## src/rtl/dual_lane_forward_stage_pkg.sv

```systemverilog
// Shared constants, lane indices, slot state encoding and forward-bus entry layout
// for the dual-lane forward stage.
package dual_lane_forward_stage_pkg;
  localparam int DFS_DATA_W = 32;
  localparam int DFS_ADDR_W = 5;
  localparam int NUM_LANES  = 2;
  localparam int LINE1      = 0;
  localparam int LINE2      = 1;
  localparam int FWD_W      = 1 + DFS_ADDR_W + DFS_DATA_W + 1;

  typedef enum logic [1:0] {
    SLOT_EMPTY = 2'd0,
    SLOT_WAIT  = 2'd1,
    SLOT_READY = 2'd2
  } slot_state_e;

  // One forward-bus entry, MSB first: {we, waddr, wdata, stall}
  typedef struct packed {
    logic                  we;
    logic [DFS_ADDR_W-1:0] waddr;
    logic [DFS_DATA_W-1:0] wdata;
    logic                  stall;
  } fwd_entry_t;
endpackage

```

## src/rtl/dual_lane_forward_stage_if.sv

```systemverilog
// Handshake, response and forward-bus signals of the dual-lane forward stage.
// slave = the stage itself, master = the surrounding pipeline (or a bench).
interface dual_lane_forward_stage_if
  import dual_lane_forward_stage_pkg::*;
#(
  parameter int DATA_W = DFS_DATA_W,
  parameter int ADDR_W = DFS_ADDR_W
);
  logic                                         flush;
  logic                                         in_valid;
  logic                                         in_allowin;
  logic [NUM_LANES-1:0]                         in_lane_v;
  logic [NUM_LANES-1:0]                         in_we;
  logic [NUM_LANES-1:0][ADDR_W-1:0]             in_waddr;
  logic [NUM_LANES-1:0][DATA_W-1:0]             in_wdata;
  logic [NUM_LANES-1:0]                         in_wait_data;
  logic [NUM_LANES-1:0]                         in_late;
  logic                                         resp_valid;
  logic                                         resp_lane;
  logic [DATA_W-1:0]                            resp_data;
  logic                                         out_valid;
  logic                                         out_allowin;
  logic [NUM_LANES-1:0]                         out_we;
  logic [NUM_LANES-1:0][ADDR_W-1:0]             out_waddr;
  logic [NUM_LANES-1:0][DATA_W-1:0]             out_wdata;
  logic [NUM_LANES-1:0][ADDR_W+DATA_W+1:0]      fwd_obus;

  modport slave (
    input  flush, in_valid, in_lane_v, in_we, in_waddr, in_wdata, in_wait_data, in_late,
    input  resp_valid, resp_lane, resp_data, out_allowin,
    output in_allowin, out_valid, out_we, out_waddr, out_wdata, fwd_obus
  );

  modport master (
    output flush, in_valid, in_lane_v, in_we, in_waddr, in_wdata, in_wait_data, in_late,
    output resp_valid, resp_lane, resp_data, out_allowin,
    input  in_allowin, out_valid, out_we, out_waddr, out_wdata, fwd_obus
  );
endinterface

```

## src/rtl/dual_lane_forward_stage_forward_lane_slot.sv

```systemverilog
// One lane of the stage: EMPTY/WAIT/READY slot, result latch and stale-response drop counter.
// FWD_RESP_BYPASS_EN: a matching response is visible on wdata/pending in its own cycle.
module forward_lane_slot
  import dual_lane_forward_stage_pkg::*;
#(
  parameter int DATA_W = DFS_DATA_W,
  parameter int ADDR_W = DFS_ADDR_W,
  parameter int DROP_W = 2
) (
  input  logic              clk,
  input  logic              rst_n,
  input  logic              flush,
  input  logic              capture,
  input  logic              handoff,
  input  logic              cap_lane_v,
  input  logic              cap_we,
  input  logic              cap_wait,
  input  logic              cap_late,
  input  logic [ADDR_W-1:0] cap_waddr,
  input  logic [DATA_W-1:0] cap_wdata,
  input  logic              resp_hit,
  input  logic [DATA_W-1:0] resp_data,
  output logic              lane_v,
  output logic              we,
  output logic              late,
  output logic [ADDR_W-1:0] waddr,
  output logic [DATA_W-1:0] wdata,
  output logic              pending
);
  slot_state_e       state, state_nxt;
  logic [DROP_W-1:0] drop;
  logic [DATA_W-1:0] wdata_q;
  logic              match, is_wait, cap_w, cap_hit, inc, dec;

  assign match   = resp_hit && (drop == '0);
  assign is_wait = (state == SLOT_WAIT);
  assign cap_w   = cap_lane_v && cap_wait;
  // a response only belongs to the incoming instruction if the old one is not still waiting for it
  assign cap_hit = match && !is_wait;
  assign inc     = flush && is_wait && !match;
  assign dec     = resp_hit && (drop != '0);

  always_comb begin
    state_nxt = state;
    if (flush)                 state_nxt = SLOT_EMPTY;
    else if (capture)          state_nxt = (cap_w && !cap_hit) ? SLOT_WAIT : SLOT_READY;
    else if (handoff)          state_nxt = SLOT_EMPTY;
    else if (is_wait && match) state_nxt = SLOT_READY;
  end

  always_ff @(posedge clk or negedge rst_n) begin
    if (!rst_n) state <= SLOT_EMPTY;
    else        state <= state_nxt;
  end

  always_ff @(posedge clk or negedge rst_n) begin
    if (!rst_n) begin
      lane_v  <= 1'b0;
      we      <= 1'b0;
      late    <= 1'b0;
      waddr   <= '0;
      wdata_q <= '0;
    end else if (capture) begin
      lane_v  <= cap_lane_v;
      we      <= cap_we;
      late    <= cap_late;
      waddr   <= cap_waddr;
      wdata_q <= (cap_w && cap_hit) ? resp_data : cap_wdata;
    end else if (is_wait && match) begin
      wdata_q <= resp_data;
    end
  end

  // one outstanding request is orphaned per waiting flush; its response is discarded later
  always_ff @(posedge clk or negedge rst_n) begin
    if (!rst_n)                           drop <= '0;
    else if (inc && !dec && drop != '1)   drop <= drop + 1'b1;
    else if (dec && !inc)                 drop <= drop - 1'b1;
  end

`ifdef FWD_RESP_BYPASS_EN
  assign pending = is_wait && !match;
  assign wdata   = (is_wait && match) ? resp_data : wdata_q;
`else
  assign pending = is_wait;
  assign wdata   = wdata_q;
`endif
endmodule

```

## src/rtl/dual_lane_forward_stage.sv

```systemverilog
// Dual-lane back-end stage register producing the per-stage forward bus.
// Optional FWD_RESP_BYPASS_EN (inside the lane slots) lets a response release the stage same-cycle.
module dual_lane_forward_stage
  import dual_lane_forward_stage_pkg::*;
#(
  parameter int DATA_W = DFS_DATA_W,
  parameter int ADDR_W = DFS_ADDR_W,
  parameter int DROP_W = 2
) (
  input  logic                      clk,
  input  logic                      rst_n,
  dual_lane_forward_stage_if.slave  bus
);
  logic                             valid, ready_go, capture, handoff;
  logic [NUM_LANES-1:0]             lane_v, we, late, pending, wr_ok;
  logic [NUM_LANES-1:0][ADDR_W-1:0] waddr;
  logic [NUM_LANES-1:0][DATA_W-1:0] wdata;

  assign ready_go       = ~|(lane_v & pending);
  assign bus.in_allowin = !valid || (ready_go && bus.out_allowin);
  assign bus.out_valid  = valid && ready_go && !bus.flush;
  assign capture        = bus.in_valid && bus.in_allowin && !bus.flush;
  assign handoff        = bus.out_valid && bus.out_allowin;

  always_ff @(posedge clk or negedge rst_n) begin
    if (!rst_n)         valid <= 1'b0;
    else if (bus.flush) valid <= 1'b0;
    else if (capture)   valid <= 1'b1;
    else if (handoff)   valid <= 1'b0;
  end

  for (genvar i = 0; i < NUM_LANES; i++) begin : g_lane
    forward_lane_slot #(.DATA_W(DATA_W), .ADDR_W(ADDR_W), .DROP_W(DROP_W)) u_slot (
      .clk       (clk),
      .rst_n     (rst_n),
      .flush     (bus.flush),
      .capture   (capture),
      .handoff   (handoff),
      .cap_lane_v(bus.in_lane_v[i]),
      .cap_we    (bus.in_we[i]),
      .cap_wait  (bus.in_wait_data[i]),
      .cap_late  (bus.in_late[i]),
      .cap_waddr (bus.in_waddr[i]),
      .cap_wdata (bus.in_wdata[i]),
      .resp_hit  (bus.resp_valid && (bus.resp_lane == 1'(i))),
      .resp_data (bus.resp_data),
      .lane_v    (lane_v[i]),
      .we        (we[i]),
      .late      (late[i]),
      .waddr     (waddr[i]),
      .wdata     (wdata[i]),
      .pending   (pending[i])
    );

    // r0 and invalid/killed lanes never claim a write
    assign wr_ok[i]         = valid && lane_v[i] && we[i] && (waddr[i] != '0);
    assign bus.out_we[i]    = wr_ok[i];
    assign bus.out_waddr[i] = waddr[i];
    assign bus.out_wdata[i] = wdata[i];
    assign bus.fwd_obus[i]  = {wr_ok[i], waddr[i], wdata[i], wr_ok[i] && (pending[i] || late[i])};
  end
endmodule

```

## src/flat_wrapper.sv

```systemverilog
// flat-port wrapper written by rule: the top's interface ports become plain ports
module dual_lane_forward_stage_flat import dual_lane_forward_stage_pkg::*;
#(
  parameter int DATA_W = DFS_DATA_W,
  parameter int ADDR_W = DFS_ADDR_W,
  parameter int DROP_W = 2
)
  (clk, rst_n, bus_flush, bus_in_valid, bus_in_lane_v, bus_in_we, bus_in_waddr, bus_in_wdata, bus_in_wait_data, bus_in_late, bus_resp_valid, bus_resp_lane, bus_resp_data, bus_out_allowin, bus_in_allowin, bus_out_valid, bus_out_we, bus_out_waddr, bus_out_wdata, bus_fwd_obus);
  dual_lane_forward_stage_if #(.DATA_W(DATA_W), .ADDR_W(ADDR_W)) bus_i ();
  input  logic clk;
  input  logic rst_n;
  input wire logic [$bits(bus_i.flush)-1:0] bus_flush;
  input wire logic [$bits(bus_i.in_valid)-1:0] bus_in_valid;
  input wire logic [$bits(bus_i.in_lane_v)-1:0] bus_in_lane_v;
  input wire logic [$bits(bus_i.in_we)-1:0] bus_in_we;
  input wire logic [$bits(bus_i.in_waddr)-1:0] bus_in_waddr;
  input wire logic [$bits(bus_i.in_wdata)-1:0] bus_in_wdata;
  input wire logic [$bits(bus_i.in_wait_data)-1:0] bus_in_wait_data;
  input wire logic [$bits(bus_i.in_late)-1:0] bus_in_late;
  input wire logic [$bits(bus_i.resp_valid)-1:0] bus_resp_valid;
  input wire logic [$bits(bus_i.resp_lane)-1:0] bus_resp_lane;
  input wire logic [$bits(bus_i.resp_data)-1:0] bus_resp_data;
  input wire logic [$bits(bus_i.out_allowin)-1:0] bus_out_allowin;
  output wire logic [$bits(bus_i.in_allowin)-1:0] bus_in_allowin;
  output wire logic [$bits(bus_i.out_valid)-1:0] bus_out_valid;
  output wire logic [$bits(bus_i.out_we)-1:0] bus_out_we;
  output wire logic [$bits(bus_i.out_waddr)-1:0] bus_out_waddr;
  output wire logic [$bits(bus_i.out_wdata)-1:0] bus_out_wdata;
  output wire logic [$bits(bus_i.fwd_obus)-1:0] bus_fwd_obus;
  assign bus_i.flush = bus_flush;
  assign bus_i.in_valid = bus_in_valid;
  assign bus_i.in_lane_v = bus_in_lane_v;
  assign bus_i.in_we = bus_in_we;
  assign bus_i.in_waddr = bus_in_waddr;
  assign bus_i.in_wdata = bus_in_wdata;
  assign bus_i.in_wait_data = bus_in_wait_data;
  assign bus_i.in_late = bus_in_late;
  assign bus_i.resp_valid = bus_resp_valid;
  assign bus_i.resp_lane = bus_resp_lane;
  assign bus_i.resp_data = bus_resp_data;
  assign bus_i.out_allowin = bus_out_allowin;
  assign bus_in_allowin = bus_i.in_allowin;
  assign bus_out_valid = bus_i.out_valid;
  assign bus_out_we = bus_i.out_we;
  assign bus_out_waddr = bus_i.out_waddr;
  assign bus_out_wdata = bus_i.out_wdata;
  assign bus_fwd_obus = bus_i.fwd_obus;
  dual_lane_forward_stage #(.DATA_W(DATA_W), .ADDR_W(ADDR_W), .DROP_W(DROP_W)) u_core (.clk(clk), .rst_n(rst_n), .bus(bus_i));
endmodule
```

## config.mk

```make
export PLATFORM = sky130hd
export DESIGN_NAME = dual_lane_forward_stage_flat
export DESIGN_NICKNAME = d
export VERILOG_FILES = /design/src/rtl/dual_lane_forward_stage_pkg.sv /design/src/rtl/dual_lane_forward_stage_if.sv /design/src/rtl/dual_lane_forward_stage_forward_lane_slot.sv /design/src/rtl/dual_lane_forward_stage.sv /design/src/flat_wrapper.sv
export SDC_FILE = /design/constraint.sdc
export NUM_CORES = 1
export LEC_CHECK = 0
export BUFFER_PORTS_ARGS = -buffer_cell sky130_fd_sc_hd__clkbuf_2
export CORE_UTILIZATION = 40
export DETAILED_ROUTE_END_ITERATION = 7
export PLACE_DENSITY = 0.75
export SYNTH_ARGS = -nofsm -noshare
export SYNTH_HDL_FRONTEND = slang
export SYNTH_SLANG_ARGS = --single-unit
```

## constraint.sdc

```tcl
create_clock -name clk -period 1.9 [get_ports clk]
set_input_delay 0.57 -clock clk [delete_from_list [all_inputs] [get_ports clk]]
set_output_delay 0.57 -clock clk [all_outputs]
set_load 0.02 [all_outputs]
```

==> reports/results.txt <==
Crit path DAT: 1380 ps
DR WL/cell: 18.70 µm
Leakage Power: 3.120 nW
Synth Area in Adders: 0%
Final hold violation count: 0
Layout net count: 759
# IOs: 277
Initial antenna violation count: 0
Place WS: -295.6 ps
Critical-path cell list: nand4b_1 -> and3_4 -> buf_8
CP Launch Type: flop
Compound-cell area share of the yosys netlist: 18.88%
VDD IR-drop max: 0.6958 mV
Syn nets: 535
Synth Cell Area: 4746 µm²
Core area: 11470 µm²
DRT iter0 DRCs: 195
Largest net degree at the start of global routing: 90
Via count: 4386
Largest cells by area after synthesis: dfrtp_1 (47%), buf_4 (12%), o221a_1 (8.8%), or3_1 (8.7%), o221a_2 (6.4%)
Die height: 110.9 µm
Simple-gate portion of the synthesized area: 14.47%
Antenna Nets Post-Route: 0
CP max-delay cell: dfrtp_2
Post-synth ARST share: 100.0%
Reg-to-Reg Start: u_core.valid
Hold_ws: 228.9 ps
Die W: 110.9 µm
Xor/xnor share of the synthesized area: 0%
Pint: 4.316 mW
TritonCTS clock tree: yes
Drt drc: 0
Netlist cell types: 36
Gpl congestion: 0.8104
Post-synthesis mux area share: 4.508%
Synth top area share: 46.93%
Max-cap violations: 0
HPWL after detailed placement: 10.13 mm
Critical path type: flop to output port
Vias/cell: 5.580
CTS buffer count: 9
Rows: 39
Post-synth top area cell: dfrtp_1
Min Tclk post-route: 1953 ps
Share of layout cells above drive strength 1: 61.43%
Total track usage: 23.50%
Post-Route WL: 14.70 mm
Post-synth EDFFs: 0
Switch Pwr: 2.353 mW
Rel. slew slack: 65.65%
Critical path fanouts, max: 7
Sequential power share: 37.4%
Pwr dens: 1025 nW/µm²
Post-synthesis sequential area ratio: 46.93%
Number of synthesized register bits: 89
Drt first pass iters: 4
Hold crit path type: primary input to async pin
Bufs and invs on worst path: 1
Final setup viols: 9
Outcome: finished with violations
Main synth FF type: dfrtp_1
Syn Area/Cell: 11.46 µm²
Critical Path End Type: output port
Comb pwr share: 34.3%
Final worst slack: -52.89 ps
First-pass GRT wire length: 22.40 mm
RSZ-0062 raised after global routing: yes
Total grt overflow: 0
Clock Latency Late Sink: 350 ps
Ant. Diodes: 0
Max-slew violations: 0
CTS root buf: clkbuf_16
Post-Synthesis Cells: 414
Worst Tran Pin Value: 508.1 ps
Clock transition at path regs: 60 ps
Number of global-route vias before repair: 4332
H-tree depth: 3
Yosys Warn Count: 0
Die Footprint: 12300 µm²
Main combinational cell family by area after synthesis: compound AO/OA/AOI/OAI gates
CTS sink count: 89
Crit-path max cell delay: 460 ps
Initial Utilization: 41.39%
Family with the most delay on the worst path: flip-flops
CTS Hold Bufs: 0
First element of the critical path: u_core.valid
Clock Power Share: 28.3%
Period utilization: 102.8%
Worst Clk Skew: 8.069 ps
Sw frac: 35.28%
Maximum clock path buffer count: 2
Worst Path Required: 1330 ps
Highest clock rate: 512.1 MHz
Area Growth Syn to Fin: 37.15%
Failing checks: negative setup slack
Port bufs: 276
registers in the layout, summed over array words and instances, names as in the netlist:
signal and flops:
u_core.g_lane.u_slot.we 2, u_core.g_lane.u_slot.lane_v 2, u_core.g_lane.u_slot.wdata 64, u_core.valid 1
u_core.g_lane.u_slot.waddr 10, u_core.g_lane.u_slot.drop 4, u_core.g_lane.u_slot.state 4, u_core.g_lane.u_slot.late 2
logic make-up (layout without fill, tap and decap cells):
logic type	count (synthesis)	count (layout)
compound gates	92	93
simple gates	108	108
mux	19	19
buf+inv	106	334
flops	89	89
Yosys cell counts (3+ instances only):
cell type,n
nand2b_1,6
a21oi_1,12
buf_6,3
nand2_1,8
o21ai_0,9
nand3_1,3
clkbuf_1,12
nor2_1,5
dfrtp_1,89
buf_2,13
or3_1,66
nor3_1,3
buf_4,76
o221a_2,27
o221a_1,37
mux2_2,16
nand3b_1,4
worst register-to-register path: cells and delay by family, from the launching register on:
family | cells | cell delay, ps
muxes | 1 | 340
AOI/OAI and AO/OA | 1 | 210
buffers and inverters | 1 | 200
and+or+nand+nor | 2 | 620
DFF | 1 | 480
placed cells by master, fill, tap and decap left out, types with 8 or more instances in the layout:
master	synthesis	layout
o221a_1	37	37
dfrtp_1	89	88
o221a_2	27	27
clkbuf_16	0	11
a21oi_1	12	10
buf_4	76	30
o21ai_0	9	8
or3_1	66	65
clkbuf_2	0	267
mux2_2	16	16
metal layers:
metal	up-vias	global-route usage (%)	routed length (µm)	part of all wire, %
li1	1954	-	-	-
met1	2155	27.60	5812	40
met2	243	40.37	7422	51
met3	34	5.194	1005	6.8
met4	0	11.73	457	3.1
met5	-	0	0	0
metrics by stage:
stage | TNS, ps | total power, mW | utilization, % | area, µm² | instances
after global placement | -18500 | 4.692 | 51.91 | 5953 | 761
after floorplan | -795.7 | 4.161 | - | 4770 | 414
final | -237.4 | 6.669 | 56.76 | 6509 | 786
after CTS | -2775 | 6.688 | 55.98 | 6420 | 782
after global routing | -3714 | 6.965 | 56.76 | 6509 | 786
after detailed placement | -19850 | 4.733 | 51.91 | 5953 | 761
path summary, 6_finish.rpt:
| path | to | slack (ps) | cells past startpoint |
|---|---|---|---|
| setup reg to reg | u_core.g_lane[0].u_slot.wdata[23] | -10 | 5 |
| hold reg to reg | u_core.g_lane[0].u_slot.late | 510 | 1 |
| max in group asynchronous | u_core.g_lane[1].u_slot.wdata[6] | 1220 | 2 |
| setup / recovery | bus_in_allowin | -50 | 3 |
| hold / removal | u_core.g_lane[0].u_slot.late | 230 | 2 |
| min in group clk | u_core.g_lane[0].u_slot.we | 460 | 2 |
area by class of cell:
| cell class | instances | area (µm²) |
|---|---|---|
| clock inverters | 6 | 82.58 |
| inverters | 2 | 7.507 |
| clock buffers | 10 | 229.0 |
| fillers | 961 | 4959 |
| flip-flops and latches | 89 | 2228 |
| multi-input cells | 220 | 1906 |
| repair buffers | 316 | 1877 |
| well taps | 143 | 178.9 |
what timing repair did:
action	4_1_cts	5_1_grt
pin swaps	2	7
gates cloned	1	2
buffers inserted	4	2
gates resized for setup	23	12
setup endpoints to repair	75	92
power groups by stage:
| stage | clock network, mW | logic (mW) | registers, mW |
|---|---|---|---|
| global route | 2.01 | 2.42 | 2.54 |
| global placement | 0 | 2.19 | 2.50 |
| detailed placement | 0 | 2.22 | 2.52 |
| finish | 1.89 | 2.29 | 2.49 |
| floorplan | 0 | 1.36 | 2.80 |
| CTS | 1.93 | 2.27 | 2.49 |
No activity file was read; power rests on OpenSTA's default activity.
